[config.mk]
export PLATFORM = sky130hd
export DESIGN_NAME = mem_stage
export DESIGN_NICKNAME = d
export VERILOG_FILES = /design/src/rtl/mem_pkg.sv /design/src/rtl/mem_stage_load_align.sv /design/src/rtl/mem_stage.sv
export SDC_FILE = /design/constraint.sdc
export NUM_CORES = 1
export LEC_CHECK = 0
export ABC_AREA = 1
export CAP_MARGIN = 40
export CORE_MARGIN = 10
export CORE_UTILIZATION = 51
export CTS_CLUSTER_SIZE = 24
export DETAILED_ROUTE_END_ITERATION = 16
export MAX_ROUTING_LAYER = met4
export PLACE_DENSITY = 0.88
export RECOVER_POWER = 100
export SYNTH_ARGS = -nofsm -noshare
export SYNTH_HDL_FRONTEND = slang
export SYNTH_SLANG_ARGS = --single-unit
[constraint.sdc]
create_clock -name clk -period 3.8 [get_ports clk]
set_input_delay 0.76 -clock clk [delete_from_list [all_inputs] [get_ports clk]]
set_output_delay 0.76 -clock clk [all_outputs]
set_load 0.005 [all_outputs]
[src/rtl/mem_pkg.sv]
// Shared definitions for the RV64 memory-access stage.
//   state_t        : FSM encoding (IDLE, REQ, WAIT, RESP)
//   F3_*           : funct3 size/sign encodings for loads and stores
//   EXC_*          : exception codes presented on out_exc
//   check_access() : legality check (illegal size, misalignment) for a mem op
package mem_pkg;

   typedef enum logic [1:0] {
      ST_IDLE = 2'd0,
      ST_REQ  = 2'd1,
      ST_WAIT = 2'd2,
      ST_RESP = 2'd3
   } state_t;

   localparam logic [2:0] F3_B  = 3'b000;
   localparam logic [2:0] F3_H  = 3'b001;
   localparam logic [2:0] F3_W  = 3'b010;
   localparam logic [2:0] F3_D  = 3'b011;
   localparam logic [2:0] F3_BU = 3'b100;
   localparam logic [2:0] F3_HU = 3'b101;
   localparam logic [2:0] F3_WU = 3'b110;

   localparam logic [1:0] EXC_NONE     = 2'b00;
   localparam logic [1:0] EXC_MISALIGN = 2'b01;
   localparam logic [1:0] EXC_TIMEOUT  = 2'b10;
   localparam logic [1:0] EXC_ILLEGAL  = 2'b11;

   // Illegal size takes priority over misalignment.
   // Stores have no unsigned variants, so any f3[2]=1 store is illegal.
   function automatic logic [1:0] check_access(input logic       is_store,
                                               input logic [2:0] funct3,
                                               input logic [2:0] offset);
      logic [1:0] exc;
      exc = EXC_NONE;
      if (is_store ? funct3[2] : (funct3 == 3'b111)) begin
         exc = EXC_ILLEGAL;
      end else begin
         case (funct3[1:0])
            2'b01:   if (offset[0] != 1'b0)      exc = EXC_MISALIGN;
            2'b10:   if (offset[1:0] != 2'b00)   exc = EXC_MISALIGN;
            2'b11:   if (offset != 3'b000)       exc = EXC_MISALIGN;
            default: exc = EXC_NONE;
         endcase
      end
      return exc;
   endfunction

endpackage

[src/rtl/mem_stage_load_align.sv]
// load_align: combinational load-data extraction.
//   rdata  in  64  aligned doubleword from data memory
//   offset in  3   byte lane of the access (address bits [2:0])
//   funct3 in  3   load size/sign encoding
//   result out 64  selected bytes, sign- or zero-extended to 64 bits
module load_align
   import mem_pkg::*;
(
   input  logic [63:0] rdata,
   input  logic [2:0]  offset,
   input  logic [2:0]  funct3,
   output logic [63:0] result
);

   logic [63:0] shifted;

   // Move the addressed lane down to bit 0; misaligned accesses never get here.
   assign shifted = rdata >> {offset, 3'b000};

   always_comb begin
      result = '0;
      case (funct3)
         F3_B:    result = {{56{shifted[7]}},  shifted[7:0]};
         F3_H:    result = {{48{shifted[15]}}, shifted[15:0]};
         F3_W:    result = {{32{shifted[31]}}, shifted[31:0]};
         F3_D:    result = shifted;
         F3_BU:   result = {56'd0, shifted[7:0]};
         F3_HU:   result = {48'd0, shifted[15:0]};
         F3_WU:   result = {32'd0, shifted[31:0]};
         default: result = '0;
      endcase
   end

endmodule

[src/rtl/mem_stage.sv]
// mem_stage: RV64 memory-access stage, one operation in flight.
//   in_*    : op from EX (valid/ready), load/store flags, funct3, address/ALU value, store data, rd
//   out_*   : registered result to WB (valid/ready), rd, reg_write, exception code
//   dmem_*  : req/gnt/rvalid data-memory port, doubleword aligned with byte enables
// Non-mem ops pass through with latency 1 while the FSM stays in IDLE.
module mem_stage
   import mem_pkg::*;
#(
   parameter int XLEN     = 64,
   parameter int MAX_WAIT = 255
) (
   input  logic            clk,
   input  logic            rst_n,
   input  logic            in_valid,
   output logic            in_ready,
   input  logic            in_mem_read,
   input  logic            in_mem_write,
   input  logic [2:0]      in_funct3,
   input  logic [XLEN-1:0] in_alu_result,
   input  logic [XLEN-1:0] in_store_data,
   input  logic [4:0]      in_rd_addr,
   input  logic            in_reg_write,
   output logic            out_valid,
   input  logic            out_ready,
   output logic [XLEN-1:0] out_result,
   output logic [4:0]      out_rd_addr,
   output logic            out_reg_write,
   output logic [1:0]      out_exc,
   output logic            dmem_req,
   output logic            dmem_we,
   output logic [XLEN-1:0] dmem_addr,
   output logic [XLEN-1:0] dmem_wdata,
   output logic [7:0]      dmem_be,
   input  logic            dmem_gnt,
   input  logic            dmem_rvalid,
   input  logic [XLEN-1:0] dmem_rdata
);

   // Timeout fires in the MAX_WAIT-th cycle spent in REQ/WAIT.
   localparam logic [7:0] WAIT_LIMIT = 8'(MAX_WAIT - 1);

   state_t          state_reg, state_next;
   logic [7:0]      wait_cnt_reg, wait_cnt_next;
   logic [2:0]      op_funct3_reg;
   logic [2:0]      op_offset_reg;
   logic            op_reg_write_reg;

   logic            accept;
   logic            is_mem;
   logic            timeout;
   logic [1:0]      acc_exc;
   logic [XLEN-1:0] store_wdata;
   logic [7:0]      store_be;
   logic [XLEN-1:0] load_data;

   assign in_ready = (state_reg == ST_IDLE) && (!out_valid || out_ready);
   assign accept   = in_valid && in_ready;
   assign is_mem   = in_mem_read || in_mem_write;
   assign acc_exc  = check_access(in_mem_write, in_funct3, in_alu_result[2:0]);
   assign timeout  = (wait_cnt_reg == WAIT_LIMIT);

   load_align u_load_align (
      .rdata  (dmem_rdata),
      .offset (op_offset_reg),
      .funct3 (op_funct3_reg),
      .result (load_data)
   );

   // Store data replicated across lanes so the byte enables alone select the target.
   always_comb begin
      store_wdata = '0;
      store_be    = '0;
      case (in_funct3[1:0])
         2'b00: begin
            store_wdata = {8{in_store_data[7:0]}};
            store_be    = 8'h01 << in_alu_result[2:0];
         end
         2'b01: begin
            store_wdata = {4{in_store_data[15:0]}};
            store_be    = 8'h03 << in_alu_result[2:0];
         end
         2'b10: begin
            store_wdata = {2{in_store_data[31:0]}};
            store_be    = 8'h0F << in_alu_result[2:0];
         end
         default: begin
            store_wdata = in_store_data;
            store_be    = 8'hFF;
         end
      endcase
   end

   always_ff @(posedge clk or negedge rst_n) begin
      if (!rst_n) begin
         state_reg    <= ST_IDLE;
         wait_cnt_reg <= '0;
      end else begin
         state_reg    <= state_next;
         wait_cnt_reg <= wait_cnt_next;
      end
   end

   // Bus response wins over a timeout in the same cycle.
   always_comb begin
      state_next = state_reg;
      case (state_reg)
         ST_IDLE: begin
            if (accept && is_mem) begin
               state_next = (acc_exc != EXC_NONE) ? ST_RESP : ST_REQ;
            end
         end
         ST_REQ: begin
            if (dmem_gnt) begin
               state_next = (dmem_we || dmem_rvalid) ? ST_RESP : ST_WAIT;
            end else if (timeout) begin
               state_next = ST_RESP;
            end
         end
         ST_WAIT: begin
            if (dmem_rvalid || timeout) begin
               state_next = ST_RESP;
            end
         end
         default: begin
            if (out_ready) begin
               state_next = ST_IDLE;
            end
         end
      endcase
   end

   // Counter runs only while parked in REQ/WAIT and clears on any state change.
   always_comb begin
      wait_cnt_next = '0;
      if ((state_next == state_reg) && ((state_reg == ST_REQ) || (state_reg == ST_WAIT))) begin
         wait_cnt_next = wait_cnt_reg + 8'd1;
      end
   end

   always_ff @(posedge clk or negedge rst_n) begin
      if (!rst_n) begin
         out_valid        <= 1'b0;
         out_result       <= '0;
         out_rd_addr      <= '0;
         out_reg_write    <= 1'b0;
         out_exc          <= EXC_NONE;
         dmem_req         <= 1'b0;
         dmem_we          <= 1'b0;
         dmem_addr        <= '0;
         dmem_wdata       <= '0;
         dmem_be          <= '0;
         op_funct3_reg    <= '0;
         op_offset_reg    <= '0;
         op_reg_write_reg <= 1'b0;
      end else begin
         case (state_reg)
            ST_IDLE: begin
               if (accept) begin
                  out_rd_addr      <= in_rd_addr;
                  op_funct3_reg    <= in_funct3;
                  op_offset_reg    <= in_alu_result[2:0];
                  op_reg_write_reg <= in_reg_write;
                  if (!is_mem) begin
                     out_valid     <= 1'b1;
                     out_result    <= in_alu_result;
                     out_reg_write <= in_reg_write;
                     out_exc       <= EXC_NONE;
                  end else if (acc_exc != EXC_NONE) begin
                     out_valid     <= 1'b1;
                     out_result    <= '0;
                     out_reg_write <= 1'b0;
                     out_exc       <= acc_exc;
                  end else begin
                     out_valid  <= 1'b0;
                     dmem_req   <= 1'b1;
                     dmem_we    <= in_mem_write;
                     dmem_addr  <= {in_alu_result[XLEN-1:3], 3'b000};
                     dmem_wdata <= store_wdata;
                     dmem_be    <= store_be;
                  end
               end else if (out_ready) begin
                  out_valid <= 1'b0;
               end
            end
            ST_REQ: begin
               if (dmem_gnt) begin
                  dmem_req <= 1'b0;
                  if (dmem_we) begin
                     out_valid     <= 1'b1;
                     out_result    <= '0;
                     out_reg_write <= 1'b0;
                     out_exc       <= EXC_NONE;
                  end else if (dmem_rvalid) begin
                     out_valid     <= 1'b1;
                     out_result    <= load_data;
                     out_reg_write <= op_reg_write_reg;
                     out_exc       <= EXC_NONE;
                  end
               end else if (timeout) begin
                  dmem_req      <= 1'b0;
                  out_valid     <= 1'b1;
                  out_result    <= '0;
                  out_reg_write <= 1'b0;
                  out_exc       <= EXC_TIMEOUT;
               end
            end
            ST_WAIT: begin
               if (dmem_rvalid) begin
                  out_valid     <= 1'b1;
                  out_result    <= load_data;
                  out_reg_write <= op_reg_write_reg;
                  out_exc       <= EXC_NONE;
               end else if (timeout) begin
                  out_valid     <= 1'b1;
                  out_result    <= '0;
                  out_reg_write <= 1'b0;
                  out_exc       <= EXC_TIMEOUT;
               end
            end
            default: begin
               if (out_ready) begin
                  out_valid <= 1'b0;
               end
            end
         endcase
      end
   end

endmodule

==> summary.json <==
{
  "placed_design": {
    "port_buffers": 417,
    "place.gp.congestion": 1.00,
    "place_inst": 2444,
    "detailed_placement_wirelength_estimate_mm": 39.9
  },
  "global_routing": {
    "grt_first_pass_wirelength_mm": 79.2,
    "first_global_vias": 14000,
    "number_of_antenna_violations_at_the_first_check_in_global_routing": 2,
    "gr-total-overflow": 0,
    "track_usage": 0.327,
    "grt_max_degree": 96
  },
  "cts": {
    "cts_hold_repair.buffers": 0,
    "cts-buffers-inserted": 26,
    "clock_latency_ns": 0.55,
    "cts.clk_slew.worst_paths_ns": 0.05,
    "tritoncts": "done",
    "buffers_from_clock_root_to_sink_at_most": 3,
    "count_of_buffers_added_by_post_cts_timing_repair_for_setup": 0,
    "cts_num_sinks": 225,
    "post_cts.resized_instances": 0,
    "cts-root-buf": "clkbuf_16",
    "htree_levels": 1
  },
  "setup_path": {
    "timing.critical_path.from": "in_funct3[0]",
    "critical_path.reg2reg.startpoint": "state_reg[1]$_DFF_PN0_",
    "crit_path_cell_trace": "clkdlybuf4s50_1 -> inv_1 -> ha_1 -> inv_2 -> nand2_1 -> nand2_1 -> nand2_1 -> nand2_1 -> nand2_1 -> nor2_1 -> nand2_1 -> nand2_2 -> nor2_1 -> buf_12 -> inv_1 -> o211ai_1",
    "endpoint_kind_of_the_worst_setup_timing_path": "flip-flop",
    "crit_type": "input port to flip-flop",
    "worst_r2r_endpoint": "dmem_wdata[46]$_DFFE_PN0P_",
    "worst-endpoint-required_ns": 4.26,
    "crit_path_frequent_cell": "nand2_1",
    "critPathCapture": "out_result[6]$_DFFE_PN0P_",
    "timing.critical_path.slowest_stage_cell": "nor2_1",
    "timing.critical_path.fanout_max": 32,
    "critical_path.max_stage_delay_ns": 0.68,
    "cp_data_arrival_time_ns": 3.72,
    "rr_worst_depth": 11,
    "critPathLaunchType": "input port",
    "setup.reg_to_reg.worst_slack_ns": 0.55
  },
  "timing": {
    "fin_skew_ns": 0.0177,
    "final_cycle_share": 0.857,
    "final-hold-violation-count": 0,
    "finalSetupTns_ns": 0,
    "unrepaired_setup_endpoints_after_global_routing": "no",
    "finalSetupViolCount": 0,
    "timing_worst_slew_pin_value_ns": 2.28,
    "clock.fmax_ghz": 0.307,
    "min_period_ns": 3.26,
    "timing.max_slew.rel_slack": -0.517,
    "timing_max_transition_violations_final": 88
  },
  "layout": {
    "layout-drive-gt1-share": 0.0508,
    "fillCellCount": 1934,
    "final_cells": 2493,
    "reg.largest.list": "dmem_wdata: 64 flops, out_result: 64 flops, dmem_addr: 61 flops",
    "fin_nets": 2369,
    "synthToLayoutAreaGrowth_pct": 41.3
  },
  "hold_path": {
    "whs_path_depth": 2,
    "min_path_type": "flip-flop to flip-flop"
  },
  "yosys": {
    "async_reset_ff_frac": 1.00,
    "syn_area_um2": 12700,
    "synth_seq_cells": 225,
    "yosys.area.top_type_share": 0.443,
    "post_synth_edffs": 0,
    "synth.largest_area_cell": "dfrtp_1",
    "post_synth_num_cell_types": 42,
    "synth_sequential_area_ratio": 0.443,
    "synth-main-ff-cell": "dfrtp_1",
    "synth.area.top_cells": "dfrtp_1, nand2_1, o21ai_0",
    "synth.yosys.warnings": 0,
    "syn_avg_cell_area_um2": 7.14,
    "syn-instance-count": 1783
  },
  "routing": {
    "drt_first_iter_violations": 1676,
    "first_pass_iters": 7,
    "routed-via-count": 14000,
    "via_per_instance_ratio": 5.61,
    "drt_wl_total_mm": 52.0,
    "postRouteAntennaNets": 0,
    "drt_drc_violations_left": 0,
    "avgRoutedWirePerCell_um": 20.8
  },
  "floorplanning": {
    "placeableCoreArea_um2": 24500,
    "die-height_um": 178,
    "initial_utilization": 0.520,
    "total_die_area_um2": 31700,
    "std_cell_rows": 57,
    "die_x_um": 178,
    "pin_count": 421
  },
  "pwr": {
    "power.ir.vdd_worst_uv": 487,
    "power_density_nw_per_um2": 783,
    "cellLeakagePower_nw": 8.85,
    "total_design_power_mw": 14.1
  },
  "run": {
    "max_cap_viol_count": 1
  },
  "outcome": {
    "violations": "capacitance limit, slew limit",
    "status": "finished with violations"
  }
}
synth_stat cells, types with 6 or more instances:
cell type / count
nand4_1: 14
a31o_2: 8
nor3_1: 6
dfrtp_1: 225
nand2_1: 780
inv_1: 91
inv_2: 9
o21ai_0: 186
nand3_1: 101
ha_1: 12
buf_1: 10
buf_4: 21
mux2i_1: 8
or2_2: 8
o211ai_1: 15
buf_2: 35
clkbuf_1: 47
o21a_1: 24
o211ai_2: 11
o22ai_1: 19
nor2_1: 71
a21oi_1: 48
routing by layer:
metal	up-vias	GRT usage	part of all wire
met3	125	0.0867	0.10
met2	734	0.530	0.48
met4	0	0.117	0.039
met5	-	-	0
met1	6632	0.386	0.38
li1	6495	-	-
worst max-delay path: cells and delay by family:
| kind | cells | cell delay [ns] |
|---|---|---|
| fa+ha+maj | 1 | 0.27 |
| compound gates | 1 | 0.17 |
| simple gates | 9 | 1.42 |
| buf+inv | 5 | 1.10 |
kinds of logic after synthesis:
kind of cell	count (synthesis)	synth area share
AO/OA/AOI/OAI	330	0.152
XOR/XNOR	6	0.00413
adder cells (fa/ha/maj)	12	0.0118
buffers and inverters	215	0.0742
flip-flops	225	0.443
multiplexers	8	0.00629
other	1	0.000295
AND/OR/NAND/NOR	986	0.308
per-stage QoR:
stage                     hold slack, ns   util  instance area (µm²)  setup slack (ns)
after global placement             0.460  0.699                17100             0.383
final                              0.474  0.735                18000             0.542
after detailed placement           0.464  0.699                17100             0.255
after global routing               0.490  0.735                18000             0.297
after CTS                          0.231  0.738                18000             0.756
after floorplan                    0.453      -                12700              1.14
layout make-up:
cell class / count / area (µm²) / area share
antenna: 3 / 7.51 / 0.000418
clock buffer: 37 / 762 / 0.0424
clock inverter: 9 / 176 / 0.00981
inverter: 100 / 377 / 0.0210
multi-input combinational: 1345 / 6120 / 0.341
sequential: 225 / 5630 / 0.313
tap: 324 / 405 / 0.0226
timing repair buffer: 450 / 4490 / 0.250
how the worst min path moves through the flow:
stage                                         to                          from  slack (ns)
finish                 dmem_addr[29]$_DFFE_PN0P_     dmem_addr[29]$_DFFE_PN0P_        0.47
global route           dmem_addr[42]$_DFFE_PN0P_     dmem_addr[42]$_DFFE_PN0P_        0.49
CTS                    dmem_addr[51]$_DFFE_PN0P_                         rst_n        0.23
detailed placement     dmem_addr[29]$_DFFE_PN0P_     dmem_addr[29]$_DFFE_PN0P_        0.46
global placement       dmem_addr[40]$_DFFE_PN0P_     dmem_addr[40]$_DFFE_PN0P_        0.46
floorplan           op_reg_write_reg$_DFFE_PN0P_  op_reg_write_reg$_DFFE_PN0P_        0.45
layout by cell type, fill, tap and decap left out, types with 12 or more instances in the layout:
master           netlist  final
o22ai_1               19     19
nand4_1               14     14
dlygate4sd3_1          0    209
buf_4                 21     18
clkdlybuf4s50_1        0    207
nor2_1                71     72
o211ai_1              15     22
nand3_1              101    101
nand2_1              780    780
inv_1                 91     91
clkbuf_16              0     26
dfrtp_1              225    223
o21a_1                24     24
a21oi_1               48     48
o21ai_0              186    186
ha_1                  12     12
where the power goes:
group / total, mW / switching, mW / leakage [nW] / internal, mW
logic: 7.19 / 4.14 / 5.53 / 3.04
clock network: 2.72 / 1.05 / 0.456 / 1.67
registers: 4.17 / 0.729 / 2.86 / 3.44
Note: power is estimated with default switching activity, not from simulation.
